`config.mk`:
```
export PLATFORM = sky130hd
export DESIGN_NAME = bin_to_bcd_seq
export DESIGN_NICKNAME = d
export VERILOG_FILES = /design/src/rtl/bcd_pkg.sv /design/src/rtl/bcd_add3.sv /design/src/rtl/bin_to_bcd_seq.sv
export SDC_FILE = /design/constraint.sdc
export NUM_CORES = 1
export LEC_CHECK = 0
export BUFFER_PORTS_ARGS = -buffer_cell sky130_fd_sc_hd__clkbuf_2
export CAP_MARGIN = 0
export CORE_MARGIN = 2
export CORE_UTILIZATION = 44
export CTS_CLUSTER_DIAMETER = 60
export DETAILED_ROUTE_END_ITERATION = 10
export GPL_ROUTABILITY_DRIVEN = 1
export HOLD_SLACK_MARGIN = 0.1
export SLEW_MARGIN = 40
export SYNTH_ARGS = -nofsm -noshare
export SYNTH_HDL_FRONTEND = slang
export SYNTH_SLANG_ARGS = --single-unit
```
`constraint.sdc`:
```
create_clock -name clk -period 2.3 [get_ports clk]
set_input_delay 0 -clock clk [delete_from_list [all_inputs] [get_ports clk]]
set_output_delay 0 -clock clk [all_outputs]
set_load 0.03 [all_outputs]
```
`src/rtl/bcd_pkg.sv`:
```
// Shared types and constants for the sequential binary-to-BCD converter.
// Contents: FSM state enum, nibble width, add-3 threshold, and the
// parameter legality check used at elaboration of bin_to_bcd_seq.
package bcd_pkg;

  typedef enum logic [1:0] {
    IDLE  = 2'd0,
    SHIFT = 2'd1,
    DONE  = 2'd2
  } bcd_state_e;

  localparam int unsigned NIBBLE_W    = 4;
  localparam logic [3:0]  ADD3_THRESH = 4'd5;

  // True when in_w is in 1..32 and 10^digits exceeds the largest in_w-bit value.
  function automatic bit bcd_params_ok(input int unsigned in_w, input int unsigned digits);
    longint unsigned max_v;
    longint unsigned pow10;
    bit              ok;
    ok    = 1'b0;
    pow10 = 64'd1;
    max_v = 64'd0;
    if (in_w >= 1 && in_w <= 32) begin
      max_v = (64'd1 << in_w) - 64'd1;
      for (int unsigned i = 0; i < digits; i++) begin
        if (!ok) begin
          pow10 = pow10 * 64'd10;
          if (pow10 > max_v) ok = 1'b1;
        end
      end
    end
    return ok;
  endfunction

endpackage

```
`src/rtl/bcd_add3.sv`:
```
// Combinational double-dabble nibble adjust: nibbles of 5 or more get 3 added.
// Ports:
//   nib_i  BCD nibble before the shift
//   nib_o  adjusted nibble
module bcd_add3
  import bcd_pkg::*;
(
  input  logic [NIBBLE_W-1:0] nib_i,
  output logic [NIBBLE_W-1:0] nib_o
);

  assign nib_o = (nib_i >= ADD3_THRESH) ? NIBBLE_W'(nib_i + NIBBLE_W'(3)) : nib_i;

endmodule

```
`src/rtl/bin_to_bcd_seq.sv`:
```
// Sequential binary-to-BCD converter (shift-and-add-3, one bit per clock).
// A start seen in IDLE captures bin_in; IN_W shift cycles later a one-cycle
// done pulse coincides with the new bcd_out/blank values, which then hold.
// Ports:
//   clk, resetn   clock and synchronous active-low reset
//   start         conversion request, sampled only in IDLE
//   bin_in        binary value captured on the accepted start edge
//   busy          high while shifting
//   done          one-cycle completion pulse
//   bcd_out       result, digit k in bits [4k+3:4k], k=0 is the ones digit
//   blank         leading-zero mask, bit k set when digit k is a leading zero
// Build option: define BIN_TO_BCD_LZB_EN to generate the blank mask;
// otherwise blank is tied to zero.
module bin_to_bcd_seq
  import bcd_pkg::*;
#(
  parameter int unsigned IN_W   = 14,
  parameter int unsigned DIGITS = 5
) (
  input  logic                       clk,
  input  logic                       resetn,
  input  logic                       start,
  input  logic [IN_W-1:0]            bin_in,
  output logic                       busy,
  output logic                       done,
  output logic [NIBBLE_W*DIGITS-1:0] bcd_out,
  output logic [DIGITS-1:0]          blank
);

  localparam int unsigned BCD_W = NIBBLE_W * DIGITS;
  localparam int unsigned SW    = BCD_W + IN_W;
  localparam int unsigned CNT_W = $clog2(IN_W + 1);

  // Refuse to elaborate when DIGITS cannot hold the largest IN_W-bit value.
  generate
    if (!bcd_params_ok(IN_W, DIGITS)) begin : g_param_check
      $error("bin_to_bcd_seq: illegal IN_W/DIGITS combination");
    end
  endgenerate

  bcd_state_e       state_q, state_d;
  logic [SW-1:0]    scratch_q, scratch_d;
  logic [CNT_W-1:0] cnt_q, cnt_d;
  logic [BCD_W-1:0] bcd_q, bcd_d;
  logic             busy_q, done_q;
  logic [SW-1:0]    adj;
  logic [SW-1:0]    shifted;

  // Add-3 on every BCD nibble in parallel; the binary field passes through.
  generate
    for (genvar g = 0; g < DIGITS; g++) begin : g_add3
      bcd_add3 u_add3 (
        .nib_i (scratch_q[IN_W+NIBBLE_W*g +: NIBBLE_W]),
        .nib_o (adj[IN_W+NIBBLE_W*g +: NIBBLE_W])
      );
    end
  endgenerate

  assign adj[IN_W-1:0] = scratch_q[IN_W-1:0];
  assign shifted       = adj << 1;

`ifdef BIN_TO_BCD_LZB_EN
  logic [DIGITS-1:0] blank_q, blank_d;
  logic [DIGITS-1:0] lzb_new;
  logic              zero_above;

  // Digit k (k>=1) is blank when it and every digit above it are zero.
  always_comb begin
    lzb_new    = '0;
    zero_above = 1'b1;
    for (int k = int'(DIGITS) - 1; k >= 1; k--) begin
      zero_above = zero_above & (shifted[IN_W+NIBBLE_W*k +: NIBBLE_W] == NIBBLE_W'(0));
      lzb_new[k] = zero_above;
    end
  end
`endif

  // Next-state and datapath control.
  always_comb begin
    state_d   = state_q;
    scratch_d = scratch_q;
    cnt_d     = cnt_q;
    bcd_d     = bcd_q;
`ifdef BIN_TO_BCD_LZB_EN
    blank_d   = blank_q;
`endif
    case (state_q)
      IDLE: begin
        if (start) begin
          scratch_d = SW'(bin_in);
          cnt_d     = CNT_W'(IN_W);
          state_d   = SHIFT;
        end
      end
      SHIFT: begin
        scratch_d = shifted;
        cnt_d     = cnt_q - CNT_W'(1);
        // Last shift: results are registered so they appear with done.
        if (cnt_q == CNT_W'(1)) begin
          state_d = DONE;
          bcd_d   = shifted[SW-1:IN_W];
`ifdef BIN_TO_BCD_LZB_EN
          blank_d = lzb_new;
`endif
        end
      end
      DONE:    state_d = IDLE;
      default: state_d = IDLE;
    endcase
  end

  // State and output registers.
  always_ff @(posedge clk) begin
    if (!resetn) begin
      state_q   <= IDLE;
      scratch_q <= '0;
      cnt_q     <= '0;
      bcd_q     <= '0;
      busy_q    <= 1'b0;
      done_q    <= 1'b0;
`ifdef BIN_TO_BCD_LZB_EN
      blank_q   <= '0;
`endif
    end else begin
      state_q   <= state_d;
      scratch_q <= scratch_d;
      cnt_q     <= cnt_d;
      bcd_q     <= bcd_d;
      busy_q    <= (state_d == SHIFT);
      done_q    <= (state_d == DONE);
`ifdef BIN_TO_BCD_LZB_EN
      blank_q   <= blank_d;
`endif
    end
  end

  assign busy    = busy_q;
  assign done    = done_q;
  assign bcd_out = bcd_q;
`ifdef BIN_TO_BCD_LZB_EN
  assign blank   = blank_q;
`else
  assign blank   = '0;
`endif

endmodule

```
==> flow_summary.yaml <==
detailed_routing:
  routedWlPerCell_um: 13.8
  wirelength_mm: 6.20
  ant_nets: 0
  first_iter_violations: 133
  drc_errors: 0
  vias: 2365
  via_per_inst: 5.26
  dr.pass1.iters: 4
floorplan:
  die_y_um: 83.4
  coreArea_um2: 5990
  initial_utilization_pct: 46.3
  rows: 28
  dieWidth_um: 83.4
  dieArea_um2: 6950
  io_pins: 44
global_routing:
  track_usage_pct: 18.7
  antenna_found_initial: 0
  grt_overflow: 0
  grt_pass1_vias: 2199
  grt_max_degree: 31
  grt_pass1_wl_mm: 10.4
critical_path:
  cp-startpoint: "state_q[1]$_SDFF_PN0_"
  worstPathRequired_ps: 2580
  reg2reg_depth: 5
  crit_chain: "clkinv_1 > o21ai_0 > a32oi_1 > dlygate4sd3_1 > nor2_1"
  crit_arrival_ps: 2030
  r2r_start: "state_q[1]$_SDFF_PN0_"
  cp_max_fo: 10
  crit_end: "scratch_q[0]$_SDFFE_PN0P_"
  slowest_delay_ps: 590
  reg2reg_to: "scratch_q[0]$_SDFFE_PN0P_"
  cp_slowest_cell: "dlygate4sd3_1"
  crit_path_end_kind: "flop"
  critical_path_class: "reg2reg"
  cp-start-kind: "flop"
  ff2ff_setup_slack_ps: 550
layout:
  fin_nets: 399
  area_growth_pct: 19.7
  multi_input_area_um2: 1340
  drive_gt1_share_pct: 19.2
  seqCellArea_um2: 1240
  fin_cells: 450
  diodes: 0
  fill_cells: 561
  final_cell_mix: "dfxtp_1 (62), nand2_1 (42), o21ai_0 (39)"
  final_core_util_pct: 55.4
  final_common_cell: "dfxtp_1"
clock_tree:
  clockBufferDepth: 2
  postCtsSetupBuffers: 0
  clock_latency_ps: 340
  cts_inserted_buffers: 9
  cts_hold_buf: 15
  cts_resized: 0
  htree_num_levels: 3
  cts.sinks: 62
  cts_tree: "yes"
  path_clk_slew_ps: 70
  cts-root-buf: "clkbuf_8"
power_and_ir_drop:
  clkPwrFrac_pct: 43.8
  netSwitchingFraction_pct: 23.7
  ir_worst_vdd_mv: 0.468
  intPower_mw: 1.83
  power_density_nw_per_um2: 723
  switchingPower_mw: 0.569
  p_seq_share_pct: 47.4
  combPwrFrac_pct: 8.8
  p_leak_nw: 1.28
timing:
  finalSetupTns_ps: 0
  hold_viol: 0
  layout_min_cycle_time_ps: 1750
  fin_skew_ps: 8.36
  worstMarginPinSlew_ps: 602
  final_max_slew_viol_count: 0
  whs_ps: 165
  setup_viol: 0
  max_freq_mhz: 573
  timing.final.crit_share_pct: 75.9
  rsz0062_at_grt: "no"
  slew_headroom_pct: 59.8
status:
  outcome: "completed"
yosys:
  yosys.area.top_type: "dfxtp_1"
  yosysSeqAreaShare_pct: 44.8
  netlist_instances: 321
  synth.ff_latch_count: 62
  synthArstFlopShare_pct: 0
  postSynthAreaPerCell_um2: 8.64
  synth_edf_count: 0
  synthFlopType: "dfxtp_1"
  yosys_warnings: 0
  synth_top_area_share_pct: 44.8
  syn_area_um2: 2770
  ys_top_cells_by_area: "dfxtp_1 (45%), o21ai_0 (7.0%), a21oi_1 (5.8%)"
  ys_types: 33
placement:
  post-dp-hpwl_mm: 3.99
  port_buffers: 38
  placedCellCount: 419
  place.gp.congestion: 0.767
job:
  cap_viol_max_count: 0
min_path:
  hp-class: "in2reg"
[Yosys cell counts, drive strengths merged, types with 4 or more instances]
cell	instances
ha	12
clkbuf	5
o22ai	17
nand2	43
nor3	6
a211oi	4
a21oi	32
nor2	18
dfxtp	62
nor3b	8
inv	16
mux2	5
a311oi	9
o21ai	39
nand2b	6
buf	18
xnor2	5
nand3	7
[power by group through the flow]
stage                     Combinational (mW)  Clock, mW  Sequential, mW
final                                  0.210       1.05            1.14
after global routing                   0.236       1.12            1.14
after CTS                              0.210       1.07            1.14
after detailed placement               0.189          0            1.16
after global placement                 0.187          0            1.16
after floorplan                        0.144          0            1.16
[metrics by stage]
| stage | power [mW] | instance area [um^2] | worst slack, ps |
|---|---|---|---|
| finish | 2.40 | 3320 | 555 |
| global route | 2.50 | 3320 | 420 |
| detailed placement | 1.35 | 2950 | 564 |
| global placement | 1.35 | 2950 | 498 |
| floorplan | 1.31 | 2790 | 856 |
| CTS | 2.42 | 3320 | 551 |
[layout make-up]
cell class | count | area share, %
multi-input combinational | 223 | 40.2
sequential | 62 | 37.4
timing repair buffer | 57 | 11.2
clock buffer | 12 | 4.37
tap | 75 | 2.83
clock inverter | 4 | 2.11
inverter | 17 | 1.92
[how the worst min path moves through the flow]
| stage | start | end | slack [ps] | depth (start not counted) |
|---|---|---|---|---|
| floorplan | bin_in[8] | scratch_q[8]$_SDFFE_PN0P_ | 160 | 2 |
| global placement | bin_in[9] | scratch_q[9]$_SDFFE_PN0P_ | 260 | 3 |
| detailed placement | bin_in[12] | scratch_q[12]$_SDFFE_PN0P_ | 260 | 3 |
| CTS | resetn | scratch_q[20]$_SDFFE_PN0P_ | 160 | 5 |
| global route | resetn | bcd_out[12]$_SDFFE_PN0P_ | 170 | 4 |
| finish | resetn | scratch_q[15]$_SDFFE_PN0P_ | 170 | 5 |
[sequential cells by signal, indices dropped and copies added (netlist names)]
| register | cells |
|---|---|
| scratch_q | 34 |
| bcd_out | 20 |
| cnt_q | 4 |
| state_q | 2 |
| busy | 1 |
| done | 1 |
[worst max-delay path, delay by kind of cell, from the launching register on]
kind,cells,cell delay [ps]
flops,1,420
simple gates,1,80
compound gates,2,290
buf+inv,2,890
[cells by family after synthesis]
logic type,Yosys count,synth area share (%)
adders and majority gates,12,5.42
other,1,0.135
buffers and inverters,40,7.72
xor gates and xnor gates,5,1.58
and+or+nand+nor,90,15.2
DFF,62,44.8
AOI/OAI and AO/OA,105,22.8
muxes,6,2.39
[layer usage]
layer	vias to the layer above	wire [um]	global-route usage (%)
met5	-	0	0
met4	0	82	7.15
met3	8	301	4.87
met2	61	2760	28.7
met1	1089	3060	25.2
li1	1207	-	-
Power figures use the tool's default switching activity.
